**config.mk**
```make
export PLATFORM = sky130hd
export DESIGN_NAME = hnf_rx_link_chan
export DESIGN_NICKNAME = d
export VERILOG_FILES = /design/src/rtl/hnf_rx_link_chan_pkg.sv /design/src/rtl/hnf_rx_link_chan_sfifo.sv /design/src/rtl/hnf_rx_link_chan.sv
export SDC_FILE = /design/constraint.sdc
export NUM_CORES = 1
export LEC_CHECK = 0
export ABC_AREA = 1
export CAP_MARGIN = 5
export CELL_PAD_IN_SITES_DETAIL_PLACEMENT = 2
export CELL_PAD_IN_SITES_GLOBAL_PLACEMENT = 2
export CORE_UTILIZATION = 38
export DETAILED_ROUTE_END_ITERATION = 10
export PLACE_DENSITY_LB_ADDON = 0.1
export SYNTH_ARGS = -nofsm -noshare
export SYNTH_HDL_FRONTEND = slang
export SYNTH_HIERARCHICAL = 1
export SYNTH_SLANG_ARGS = --single-unit
export TNS_END_PERCENT = 5
```
**constraint.sdc**
```tcl
create_clock -name clock -period 8.5 [get_ports clock]
set_input_delay 1.7 -clock clock [delete_from_list [all_inputs] [get_ports clock]]
set_output_delay 1.7 -clock clock [all_outputs]
set_load 0.005 [all_outputs]
```
**src/rtl/hnf_rx_link_chan_pkg.sv**
```systemverilog
// Shared link-layer types and constants for the HN-F receive link channels.
//  link_state_e : RX link-activation state (STOP, ACT, RUN, DEACT)
//  CHI_MAX_LCRD : architectural ceiling on outstanding L-credits
//  CHI_LINK_OPC : Opcode value that marks an L-credit return (link) flit
//  min_u        : elaboration-time minimum helper
package hnf_rx_link_chan_pkg;

    typedef enum logic [1:0] {
        STOP  = 2'd0,
        ACT   = 2'd1,
        RUN   = 2'd2,
        DEACT = 2'd3
    } link_state_e;

    localparam int unsigned CHI_MAX_LCRD = 15;
    localparam int unsigned CHI_LINK_OPC = 0;

    function automatic int unsigned min_u(input int unsigned a, input int unsigned b);
        return (a < b) ? a : b;
    endfunction

endpackage

```
**src/rtl/hnf_rx_link_chan_sfifo.sv**
```systemverilog
// Synchronous FIFO with first-word view: rdata always shows the head entry.
//  clock, reset : clock and synchronous active-high reset
//  wr_en, wdata : push request and data (ignored when full)
//  rd_en        : pop request (ignored when empty)
//  rdata        : head-of-queue data, valid while !empty
//  count        : current occupancy
//  full, empty  : occupancy flags derived from count
module hnf_rx_link_chan_sfifo #(
    parameter int unsigned WIDTH = 128,
    parameter int unsigned DEPTH = 8
) (
    input  logic                       clock,
    input  logic                       reset,
    input  logic                       wr_en,
    input  logic [WIDTH-1:0]           wdata,
    input  logic                       rd_en,
    output logic [WIDTH-1:0]           rdata,
    output logic [$clog2(DEPTH+1)-1:0] count,
    output logic                       full,
    output logic                       empty
);

    localparam int unsigned AW = (DEPTH > 1) ? $clog2(DEPTH) : 1;
    localparam int unsigned CW = $clog2(DEPTH + 1);

    logic [WIDTH-1:0] mem [DEPTH];
    logic [AW-1:0]    wr_ptr;
    logic [AW-1:0]    rd_ptr;
    logic             do_wr_c;
    logic             do_rd_c;

    // Pointer wrap handles non power-of-two depths.
    function automatic logic [AW-1:0] ptr_inc(input logic [AW-1:0] p);
        return (p == AW'(DEPTH - 1)) ? '0 : p + AW'(1);
    endfunction

    assign full    = (count == CW'(DEPTH));
    assign empty   = (count == '0);
    assign do_wr_c = wr_en && !full;
    assign do_rd_c = rd_en && !empty;
    assign rdata   = mem[rd_ptr];

    // Storage array, no reset needed: entries are only read once written.
    always_ff @(posedge clock) begin
        if (do_wr_c) begin
            mem[wr_ptr] <= wdata;
        end
    end

    // Pointers and occupancy.
    always_ff @(posedge clock) begin
        if (reset) begin
            wr_ptr <= '0;
            rd_ptr <= '0;
            count  <= '0;
        end else begin
            if (do_wr_c) begin
                wr_ptr <= ptr_inc(wr_ptr);
            end
            if (do_rd_c) begin
                rd_ptr <= ptr_inc(rd_ptr);
            end
            case ({do_wr_c, do_rd_c})
                2'b10:   count <= count + CW'(1);
                2'b01:   count <= count - CW'(1);
                default: count <= count;
            endcase
        end
    end

endmodule

```
**src/rtl/hnf_rx_link_chan.sv**
```systemverilog
// CHI link-layer receive channel for the HN-F (REQ/DAT/RSP instances).
// Runs the RX link-activation handshake, grants L-credits bounded by buffer
// space, queues received flits in order and flags protocol/TgtID errors.
//  clock, reset       : clock and synchronous active-high reset
//  rx_flit/flitv      : incoming flit and its valid
//  rx_flitpend        : flit pending, one cycle ahead of flitv
//  rx_lcrdv           : registered L-credit grant pulse
//  rx_linkactivereq   : transmitter link-activate request
//  rx_linkactiveack   : registered link-activate acknowledge
//  deq_flit/valid/ready : head-of-queue handshake towards the HN-F pipeline
//  crd_out            : outstanding credits held by the transmitter
//  q_count            : queue occupancy
//  proto_err, tgt_err : sticky error flags, cleared only by reset
module hnf_rx_link_chan
    import hnf_rx_link_chan_pkg::*;
#(
    parameter int unsigned FLIT_W  = 128,
    parameter int unsigned DEPTH   = 8,
    parameter int unsigned MAX_CRD = 15,
    parameter int unsigned OPC_LSB = 0,
    parameter int unsigned OPC_W   = 6,
    parameter int unsigned TGT_LSB = 4,
    parameter int unsigned TGT_W   = 7,
    parameter int unsigned MY_ID   = 0,
    parameter int unsigned CHK_TGT = 1
) (
    input  logic                         clock,
    input  logic                         reset,
    input  logic [FLIT_W-1:0]            rx_flit,
    input  logic                         rx_flitv,
    input  logic                         rx_flitpend,
    output logic                         rx_lcrdv,
    input  logic                         rx_linkactivereq,
    output logic                         rx_linkactiveack,
    output logic [FLIT_W-1:0]            deq_flit,
    output logic                         deq_valid,
    input  logic                         deq_ready,
    output logic [$clog2(MAX_CRD+1)-1:0] crd_out,
    output logic [$clog2(DEPTH+1)-1:0]   q_count,
    output logic                         proto_err,
    output logic                         tgt_err
);

    localparam int unsigned CRD_W   = $clog2(MAX_CRD + 1);
    localparam int unsigned Q_W     = $clog2(DEPTH + 1);
    localparam int unsigned CRD_LIM = min_u(min_u(MAX_CRD, DEPTH), CHI_MAX_LCRD);
    localparam int unsigned SUM_W   = ((CRD_W > Q_W) ? CRD_W : Q_W) + 1;

    link_state_e      state;
    logic             pend_q;
    logic [OPC_W-1:0] opc_c;
    logic [TGT_W-1:0] tgt_c;
    logic [SUM_W-1:0] occ_c;
    logic             fifo_full;
    logic             fifo_empty;
    logic             is_link_c;
    logic             accept_c;
    logic             no_crd_c;
    logic             push_c;
    logic             overflow_c;
    logic             pop_c;
    logic             grant_c;

    assign opc_c     = rx_flit[OPC_LSB +: OPC_W];
    assign tgt_c     = rx_flit[TGT_LSB +: TGT_W];
    assign is_link_c = (opc_c == OPC_W'(CHI_LINK_OPC));

    // Every accepted flit consumes a credit; only protocol flits take a slot.
    assign accept_c   = rx_flitv && (crd_out != '0);
    assign no_crd_c   = rx_flitv && (crd_out == '0);
    assign push_c     = accept_c && !is_link_c && !fifo_full;
    assign overflow_c = accept_c && !is_link_c && fifo_full;
    assign pop_c      = deq_valid && deq_ready;

    // Credits in flight plus queued flits never exceed the buffer.
    assign occ_c   = SUM_W'(crd_out) + SUM_W'(q_count);
    assign grant_c = (state == RUN)
                  && (crd_out < CRD_W'(CRD_LIM))
                  && (occ_c < SUM_W'(DEPTH));

    assign deq_valid = !fifo_empty;

    // Link FSM, credit counter, pend register and sticky errors.
    always_ff @(posedge clock) begin
        if (reset) begin
            state            <= STOP;
            rx_linkactiveack <= 1'b0;
            rx_lcrdv         <= 1'b0;
            crd_out          <= '0;
            pend_q           <= 1'b0;
            proto_err        <= 1'b0;
            tgt_err          <= 1'b0;
        end else begin
            pend_q   <= rx_flitpend;
            rx_lcrdv <= grant_c;

            case ({grant_c, accept_c})
                2'b10:   crd_out <= crd_out + CRD_W'(1);
                2'b01:   crd_out <= crd_out - CRD_W'(1);
                default: crd_out <= crd_out;
            endcase

            if ((rx_flitv && !pend_q) || no_crd_c || overflow_c) begin
                proto_err <= 1'b1;
            end
            if (push_c && (CHK_TGT != 0) && (tgt_c != TGT_W'(MY_ID))) begin
                tgt_err <= 1'b1;
            end

            case (state)
                STOP: begin
                    if (rx_linkactivereq) begin
                        state            <= ACT;
                        rx_linkactiveack <= 1'b1;
                    end
                end
                ACT: begin
                    state <= RUN;
                end
                RUN: begin
                    if (!rx_linkactivereq) begin
                        state <= DEACT;
                    end
                end
                DEACT: begin
                    // Wait for the transmitter to hand back every credit.
                    if (crd_out == '0) begin
                        state            <= STOP;
                        rx_linkactiveack <= 1'b0;
                    end
                end
                default: begin
                    state            <= STOP;
                    rx_linkactiveack <= 1'b0;
                end
            endcase
        end
    end

    hnf_rx_link_chan_sfifo #(
        .WIDTH (FLIT_W),
        .DEPTH (DEPTH)
    ) u_fifo (
        .clock (clock),
        .reset (reset),
        .wr_en (push_c),
        .wdata (rx_flit),
        .rd_en (pop_c),
        .rdata (deq_flit),
        .count (q_count),
        .full  (fifo_full),
        .empty (fifo_empty)
    );

endmodule

```
==> out/qor.csv, run 1 <==
stage;metric;value;unit
synth;Mean Syn Cell Area;13.39;µm²
timing;setup ws final;2.090;ns
setup_path;critical path peak fanout;168;
clock_tree;clk_lat worst skew;0.70;ns
power;clock share of power;33.1;%
clock_tree;Clock Root Buffer;clkbuf_16;
synth;Post-Syn Area;41180;µm²
synth;largest area contributor in the netlist;edfxtp_1;
final_layout;share of cells above drive strength 1;6.112;%
grt;initial antenna violation count;16;
timing;Slew Limit Headroom;25.03;%
floorplan;initial core utilization;38.42;%
timing;fmax;156.0;MHz
detailed_routing;DRT iter0 DRCs;1299;
grt;GRT Util Overall;21.71;%
detailed_routing;WL/cell;24.78;µm
place;port bufs;274;
setup_path;CP required;6.80;ns
timing;unrepaired setup endpoints after global routing;no;
timing;Hold Fails Final Rpt;0;
synth;FF+latch count, synth;1048;
synth;Seq/Total Area, Yosys;75.83;%
timing;# setup viols final;0;
synth;Area contributors post-synth;edfxtp_1 75%, nor2_1 4.9%, o21ai_0 4.5%, nand2_1 3.9%, mux2i_1 3.1%;
setup_path;crit path DAT;4.71;ns
detailed_routing;Remaining DRCs;0;
synth;yosys warns;6;
place;Setup WS pre-CTS;2.824;ns
detailed_routing;vias per cell;5.353;
detailed_routing;Routed Antenna Nets;0;
final_layout;fin nets;3465;
grt;largest net degree at the start of global routing;195;
floorplan;num ports;275;
timing;Clock Skews;0.02397;ns
timing;Final min period;6.410;ns
place;HPWL Detailed;62690;µm
timing;TNS Setup;0;ns
clock_tree;worst-case clock buffer depth;3;
synth;post-synthesis cell type count;36;
floorplan;Row Count;120;
detailed_routing;Pre-antenna DRT Iters;5;
timing;Min Hold Slack;0.4475;ns
clock_tree;cts-stage hold buffer count;0;
setup_path;R2R setup slack;4.89;ns
final_layout;Fillers;10490;
floorplan;die area;109700;µm²
clock_tree;CTS Buf Count;114;
synth;syn nets;3228;
detailed_routing;routed via count;25750;
synth;Mapped Cells;3076;
timing;Final Cycle Share;75.41;%
timing;fin. max-slew vios;0;
setup_path;Setup crit start kind;flop;
hold_path;Hold Path Class;reg2reg;
run_status;status;finished clean;
clock_tree;CTS Sinks;1048;
power;power share of the combinational group;23.0;%
place;Inst Count DP;4600;
clock_tree;H-tree levels;3;
power;Net Sw Power;4.241;mW
final_layout;area added between synthesis and finish;18.33;%
power;Sequential Power Share;43.9;%
clock_tree;PostCTS Resize Cnt;0;
setup_path;nature of the critical path endpoint;output port;
power;Pwr Density;294.5;nW/µm²
final_layout;Finished Layout Cells;4810;
timing;Slew @ Worst Pin;1.125;ns
setup_path;crit path kind;reg2out;
clock_tree;CTS tree;done;
grt;vias in the first global route;29070;
place;RePlAce Congestion;0.7169;
power;leakage;16.10;nW
power;Pwr Total;14.35;mW
floorplan;die height;331.2;µm
grt;total grt overflow;0;
detailed_routing;Detailed Route WL;119200;µm
flow_run;maxcap violations;0;
clock_tree;CTS clk-pin slew, worst paths;0.06;ns
synth;Synth top area share;74.66;%
power;Switching Fraction;29.54;%
synth;number of synthesized flops with an enable pin;1024;
clock_tree;postcts setup bufs;0;
synth;ys flop type;edfxtp_1;
power;worst vdd ir;0.2424;mV
synth;asr flop ratio synth;0;%
floorplan;Core Area;107200;µm²
power;Pint;10.11;mW
floorplan;die width;331.2;µm
grt;first-pass GRT wire length;181100;µm
## worst max-delay path, cell delays in order, from the launching register on
cell	delay, ns
dfxtp_4	0.88
buf_12	0.63
buf_4	0.85
nor2_1	0.15
nor2_1	0.18
o21ai_0	0.13
o21ai_1	0.13
nand2_1	0.07
nand2_1	0.10
clkdlybuf4s50_1	0.50
## per-stage QoR
stage	utilization (%)	cell area [µm²]
after CTS	45.45	48720
final	45.46	48730
after floorplan	-	41180
after detailed placement	42.15	45180
after global routing	45.46	48730
after global placement	42.15	45180
## worst paths after layout
| path | start | end | depth (start not counted) |
|---|---|---|---|
| setup / recovery | flop | deq_flit[11] | 9 |
| hold / removal | rx_linkactiveack | rx_linkactiveack | 2 |
| setup reg to reg | u_fifo/count[1] | u_fifo/mem[3][55] | 9 |
| hold reg to reg | rx_linkactiveack | rx_linkactiveack | 2 |
## cell type report
cell class	count	area [µm²]	share of cell area [%]
multi-input combinational	1807	8901	18.26
tap	1403	1755	3.602
clock inverter	64	539.3	1.107
inverter	35	146.4	0.3004
timing repair buffer	307	3141	6.444
antenna	4	10.01	0.02054
sequential	1048	31240	64.11
clock buffer	142	3000	6.157
## state kept, by name, indices dropped and copies added (netlist names), named ones only
signal            count
u_fifo/mem         1024
crd_out               4
u_fifo/count          4
u_fifo/rd_ptr         3
u_fifo/wr_ptr         3
state                 2
pend_q                1
proto_err             1
rx_lcrdv              1
rx_linkactiveack      1
tgt_err               1
## cells in the mapped netlist, types with 12 or more instances
library cell	instances
buf_6	12
nand2_1	424
a21oi_1	14
buf_2	41
inv_1	34
o21ai_0	374
edfxtp_1	1024
clkbuf_1	100
mux2i_1	128
buf_1	17
nor2_1	541
o21ai_1	145
ha_1	17
o22ai_1	128
dfxtp_1	24
## power groups by stage
stage | clock network, mW | registers [mW] | logic, mW
3_5_place_dp | 0 | 6.41 | 3.35
2_1_floorplan | 0 | 6.41 | 1.86
4_1_cts | 4.89 | 6.31 | 3.38
6_report | 4.75 | 6.30 | 3.30
5_1_grt | 5.07 | 6.34 | 3.64
3_3_place_gp | 0 | 6.38 | 3.20
## placed cells by master, fill, tap and decap left out, drive strengths merged
cell	netlist	layout
buf	86	33
nor3b	1	1
mux2i	128	128
o22ai	128	128
ha	17	17
fa	1	1
nand3b	1	1
clkinv	0	48
dfxtp	24	24
nor2	544	544
nor3	4	4
xor2	1	1
clkbuf	100	142
nand2	427	427
xnor2	3	3
a21oi	15	15
bufinv	0	8
nand4	2	2
diode	0	4
clkinvlp	0	3
edfxtp	1024	1024
clkdlybuf4s50	0	274
a211oi	1	1
a22oi	1	1
nand3	12	12
o21ai	519	519
or2	2	2
inv	35	40
## kinds of logic after synthesis
kind of cell               Yosys count  synth area share (%)
buffers and inverters              221                 2.704
DFF                               1048                 75.83
AOI/OAI and AO/OA                  664                 8.479
and+or+nand+nor                    993                 9.227
muxes                              128                 3.111
adders and majority gates           18                0.5651
xor gates and xnor gates             4               0.08508
## layer usage
metal / part of all wire (%) / vias up / GRT usage [%] / routed length [µm]
met1: 43 / 13510 / 27.68 / 51780
met5: 0.11 / - / 0 / 128
met3: 3.6 / 175 / 3.642 / 4240
met4: 2.2 / 20 / 6.512 / 2626
li1: - / 11650 / - / -
met2: 51 / 394 / 37.80 / 60410
Note: power is estimated with default switching activity, not from simulation.
==> run 2: changes to the inputs <==
- CORE_UTILIZATION: 38 -> 40
- clock period: 8.5 -> 6.7 ns (I/O delays scaled with it)
==> out/qor.csv, run 2 (same netlist as run 1, synthesis figures left out) <==
stage;metric;value;unit
hold_path;Hold Path Class;reg2reg;
clock_tree;Clock Root Buffer;clkbuf_16;
timing;Min Hold Slack;0.4661;ns
grt;largest net degree at the start of global routing;169;
timing;Hold Fails Final Rpt;0;
clock_tree;CTS clk-pin slew, worst paths;0.06;ns
grt;vias in the first global route;29420;
setup_path;crit path DAT;3.80;ns
place;RePlAce Congestion;0.7403;
detailed_routing;Detailed Route WL;121700;µm
floorplan;Core Area;101900;µm²
grt;GRT Util Overall;23.38;%
flow_run;maxcap violations;0;
run_status;status;finished clean;
power;Pwr Density;373.4;nW/µm²
place;Inst Count DP;4578;
final_layout;biggest regs;u_fifo/mem: 1024 flops, crd_out: 4 flops, u_fifo/count: 4 flops;
setup_path;critical path peak fanout;144;
place;HPWL Detailed;67230;µm
final_layout;largest register by flop count;u_fifo/mem;
clock_tree;clk_lat worst skew;0.68;ns
floorplan;die height;322.9;µm
final_layout;share of cells above drive strength 1;6.219;%
setup_path;crit path kind;reg2out;
final_layout;Finished Layout Cells;4800;
setup_path;crit-path leading delay family;buffers and inverters;
timing;setup ws final;1.556;ns
timing;TNS Setup;0;ns
final_layout;commonest non-fill, non-tap cell in the layout;edfxtp_1;
clock_tree;postcts setup bufs;0;
clock_tree;CTS Buf Count;115;
timing;# setup viols final;0;
detailed_routing;DRT iter0 DRCs;1506;
final_layout;max FFs per register;1024;
clock_tree;cts-stage hold buffer count;0;
final_layout;most frequent cells in the layout;1024 x edfxtp_1, 533 x nor2_1, 424 x nand2_1;
grt;total grt overflow;0;
floorplan;num ports;275;
setup_path;most frequent CP cell;nand2_1;
setup_path;Setup crit start kind;flop;
clock_tree;H-tree levels;3;
grt;first-pass GRT wire length;182300;µm
timing;fin. max-slew vios;0;
detailed_routing;Pre-antenna DRT Iters;4;
power;worst vdd ir;0.1886;mV
timing;fmax;194.4;MHz
clock_tree;worst-case clock buffer depth;3;
clock_tree;CTS tree;done;
detailed_routing;vias per cell;5.406;
final_layout;area added between synthesis and finish;18.90;%
detailed_routing;Routed Antenna Nets;0;
detailed_routing;routed via count;25950;
timing;Slew @ Worst Pin;1.124;ns
setup_path;CP required;5.36;ns
place;port bufs;274;
timing;Slew Limit Headroom;25.05;%
setup_path;Bufs and invs on worst path;3;
timing;Final Cycle Share;76.77;%
clock_tree;PostCTS Resize Cnt;0;
detailed_routing;Remaining DRCs;0;
timing;unrepaired setup endpoints after global routing;no;
place;Setup WS pre-CTS;2.032;ns
floorplan;die area;104200;µm²
grt;initial antenna violation count;18;
setup_path;slowest stage cell on the critical path;inv_8;
final_layout;Fillers;9821;
floorplan;Row Count;117;
setup_path;nature of the critical path endpoint;output port;
floorplan;die width;322.9;µm
floorplan;initial core utilization;40.42;%
detailed_routing;WL/cell;25.36;µm
clock_tree;CTS Sinks;1048;
timing;Final min period;5.144;ns
power;leakage;16.20;nW
final_layout;fin nets;3479;
setup_path;crit path cell chain;inv_8 -> buf_4 -> nor2_1 -> o22ai_1 -> nand2_1 -> nand2_1 -> clkdlybuf4s50_1;
setup_path;max incr delay on CP;0.79;ns
timing;Clock Skews;0.01569;ns
==> run 2: cell types whose count changed in the layout (fill, tap and decap cells not counted), sizes merged <==
| cell | change |
|---|---|
| clkbuf | +16 |
| buf | +13 |
| inv | -4 |
| diode | +3 |
| bufinv | -2 |
| clkinvlp | -1 |
==> run 2: metrics by stage <==
stage / instance area (µm²) / utilization (%) / power [mW]
6_report: 48970 / 48.06 / 18.29
4_1_cts: 48950 / 48.04 / 18.56
2_1_floorplan: 41180 / - / 10.49
5_1_grt: 48970 / 48.06 / 19.14
3_5_place_dp: 45410 / 44.57 / 12.44
3_3_place_gp: 45410 / 44.57 / 12.16
==> run 2: final timing paths <==
path / start / end / slack, ns / depth (start not counted)
max: flop / deq_flit[116] / 1.56 / 7
min: rx_linkactiveack / rx_linkactiveack / 0.47 / 2
max reg2reg: u_fifo/count[2] / u_fifo/mem[1][60] / 3.52 / 9
min reg2reg: rx_linkactiveack / rx_linkactiveack / 0.47 / 2
==> run 2: area by class of cell <==
| type | instances | area [µm²] | share of cell area, % |
|---|---|---|---|
| Antenna cell | 7 | 17.52 | 0.03577 |
| Clock buffer | 158 | 3134 | 6.401 |
| Clock inverter | 57 | 407.9 | 0.8330 |
| Inverter | 35 | 141.4 | 0.2887 |
| Multi-Input combinational cell | 1807 | 8901 | 18.18 |
| Sequential cell | 1048 | 31240 | 63.80 |
| Tap cell | 1368 | 1712 | 3.495 |
| Timing Repair Buffer | 320 | 3413 | 6.970 |
==> run 2: metal layers <==
layer | global-route usage, % | up-vias | wire, µm | share of wire, %
met5 | 0 | - | 131 | 0.11
met4 | 7.973 | 20 | 3418 | 2.8
met3 | 4.095 | 204 | 5023 | 4.1
met2 | 41.00 | 471 | 61860 | 51
met1 | 29.07 | 13560 | 51310 | 42
li1 | - | 11690 | - | -
==> run 2: tightest hold or removal path: stages, from the launching register on <==
cell     delay (ns)
dfxtp_1        0.31
inv_1          0.05
a21oi_1        0.06
==> run 2: report_power, final <==
part	internal [mW]	switching, mW	leakage, nW
Clock	3.47	2.55	1.72
Sequential	7.78	0.218	9.44
Combinational	1.62	2.65	5.04
==> run 3: changes to the inputs <==
- CORE_UTILIZATION: 40 -> 38
- clock period: 6.7 -> 4.7 ns (I/O delays scaled with it)
==> out/qor.csv, run 3 (same netlist as run 1, synthesis figures left out) <==
stage;metric;value;unit
detailed_routing;WL/cell;24.79;µm
floorplan;Row Count;120;
detailed_routing;vias per cell;5.341;
setup_path;max incr delay on CP;0.72;ns
setup_path;nature of the critical path endpoint;output port;
grt;GRT Util Overall;21.72;%
floorplan;initial core utilization;38.42;%
place;Area after DPL;45750;µm²
timing;Slew Limit Headroom;32.13;%
hold_path;HP Start;rx_linkactiveack;
final_layout;Finished Layout Cells;4853;
final_layout;Core Util, Final;46.04;%
clock_tree;postcts setup bufs;0;
final_layout;max FFs per register;1024;
detailed_routing;met1 wire length;51970;µm
detailed_routing;Pre-antenna DRT Iters;5;
floorplan;die height;331.2;µm
detailed_routing;DRT iter0 DRCs;1360;
flow_run;maxcap violations;0;
timing;Slew @ Worst Pin;1.018;ns
timing;Final min period;4.325;ns
final_layout;fin nets;3498;
floorplan;die width;331.2;µm
timing;Final Cycle Share;92.01;%
timing;# setup viols final;0;
hold_path;hold path depth;2;
clock_tree;PostCTS Resize Cnt;0;
final_layout;largest register by flop count;u_fifo/mem;
clock_tree;worst-case clock buffer depth;3;
floorplan;num ports;275;
power;clock share of power;33.0;%
final_layout;design area;49350;µm²
detailed_routing;WL met3;4380;µm
setup_path;crit path DAT;3.38;ns
final_layout;area added between synthesis and finish;19.83;%
setup_path;crit path kind;reg2out;
run_status;status;finished clean;
power;leakage;16.37;nW
place;HPWL Detailed;68430;µm
setup_path;slowest stage cell on the critical path;dfxtp_4;
place;Inst Count DP;4631;
timing;Hold Fails Final Rpt;0;
power;Pwr Total;26.17;mW
power;Pint;18.43;mW
power;Sequential Power Share;43.4;%
final_layout;commonest non-fill, non-tap cell in the layout;edfxtp_1;
timing;fin. max-slew vios;0;
place;port bufs;274;
final_layout;most frequent cells in the layout;1024 x edfxtp_1, 533 x nor2_1, 424 x nand2_1;
setup_path;R2R setup slack;1.28;ns
setup_path;worst r2r src;u_fifo/count[2];
timing;fmax;231.2;MHz
clock_tree;CTS Sinks;1048;
setup_path;reg-to-reg endpoint;u_fifo/mem[3][63];
setup_path;crit path cell chain;buf_12 -> nor2_1 -> nor2_1 -> o21ai_0 -> o21ai_1 -> nand2_1 -> nand2_1 -> clkdlybuf4s50_1;
power;worst vdd ir;0.5539;mV
clock_tree;cts-stage hold buffer count;0;
hold_path;Hold Path End;rx_linkactiveack;
setup_path;critical path peak fanout;137;
power;power share of the combinational group;23.6;%
setup_path;CP required;3.76;ns
detailed_routing;Met2 Wirelength;61130;µm
detailed_routing;Remaining DRCs;0;
clock_tree;H-tree levels;3;
power;Switching Fraction;29.57;%
place;Setup WS pre-CTS;0.3545;ns
clock_tree;CTS clk-pin slew, worst paths;0.06;ns
setup_path;Setup crit start kind;flop;
place;RePlAce Congestion;0.7426;
setup_path;Reg2Reg Depth;9;
grt;initial antenna violation count;15;
hold_path;Hold Path Class;reg2reg;
grt;total grt overflow;0;
clock_tree;CTS Buf Count;116;
detailed_routing;DR top layer;met5;
detailed_routing;routed via count;25920;
floorplan;Core Area;107200;µm²
timing;unrepaired setup endpoints after global routing;no;
timing;Clock Skews;0.01887;ns
floorplan;die area;109700;µm²
clock_tree;Clock Root Buffer;clkbuf_16;
grt;vias in the first global route;29070;
detailed_routing;Routed Antenna Nets;0;
grt;largest net degree at the start of global routing;146;
detailed_routing;Detailed Route WL;120300;µm
clock_tree;clk_lat worst skew;0.69;ns
timing;setup ws final;0.3753;ns
final_layout;biggest regs;u_fifo/mem: 1024 flops, crd_out: 4 flops, u_fifo/count: 4 flops;
clock_tree;CTS tree;done;
power;Pwr Density;530.4;nW/µm²
power;Net Sw Power;7.740;mW
grt;first-pass GRT wire length;181400;µm
final_layout;share of cells above drive strength 1;6.971;%
[run 3: changes by cell type in the layout (fill, tap and decap cells not counted), sizes merged]
cell	change
clkbuf	-20
buf	+18
clkinvlp	+2
clkinv	+17
inv	-1
bufinv	+2
[run 3: metal layers]
metal	vias to the layer above	track usage (%)
met5	-	0
met4	12	5.957
met3	171	3.671
met2	404	38.28
met1	13620	27.50
li1	11710	-
[run 3: how the worst max path moves through the flow]
stage                          start                 to  slack [ns]  cells after the start
final                           flop      deq_flit[110]        0.38                      8
after global routing            flop      deq_flit[110]        0.13                      8
after CTS                       flop        deq_flit[8]        0.24                      6
after floorplan           rx_flit[1]   u_fifo/mem[1][0]       -0.76                      7
after detailed placement  rx_flit[4]  u_fifo/mem[3][50]        0.35                     10
after global placement    rx_flit[4]  u_fifo/mem[3][65]        0.48                     10
[run 3: area by class of cell]
class | count | area (µm²)
Clock inverter | 77 | 555.5
Tap cell | 1403 | 1755
Multi-Input combinational cell | 1807 | 8901
Fill cell | 10420 | 57850
Sequential cell | 1048 | 31240
Clock buffer | 138 | 3028
Timing Repair Buffer | 338 | 3711
Antenna cell | 7 | 17.52
Inverter | 35 | 141.4
[run 3: stage by stage]
| stage | setup TNS (ns) | hold slack (ns) |
|---|---|---|
| final | 0 | 0.4487 |
| after global placement | 0 | 0.4414 |
| after floorplan | -678.30 | 0.4373 |
| after CTS | 0 | 0.4589 |
| after global routing | 0 | 0.4863 |
| after detailed placement | 0 | 0.4461 |
[run 3: power groups by stage]
stage | logic, mW | registers (mW) | clock network [mW]
3_5_place_dp | 6.25 | 11.6 | 0
3_3_place_gp | 5.98 | 11.5 | 0
2_1_floorplan | 3.37 | 11.5 | 0
4_1_cts | 6.32 | 11.4 | 8.88
5_1_grt | 6.79 | 11.4 | 9.20
6_report | 6.16 | 11.4 | 8.64
[run 3: worst max-delay path: cells and delay by family (launching register included)]
family	cells	cell delay (ns)
buffers and inverters	2	1.07
DFF	1	0.72
AOI/OAI and AO/OA	2	0.23
and+or+nand+nor	4	0.51
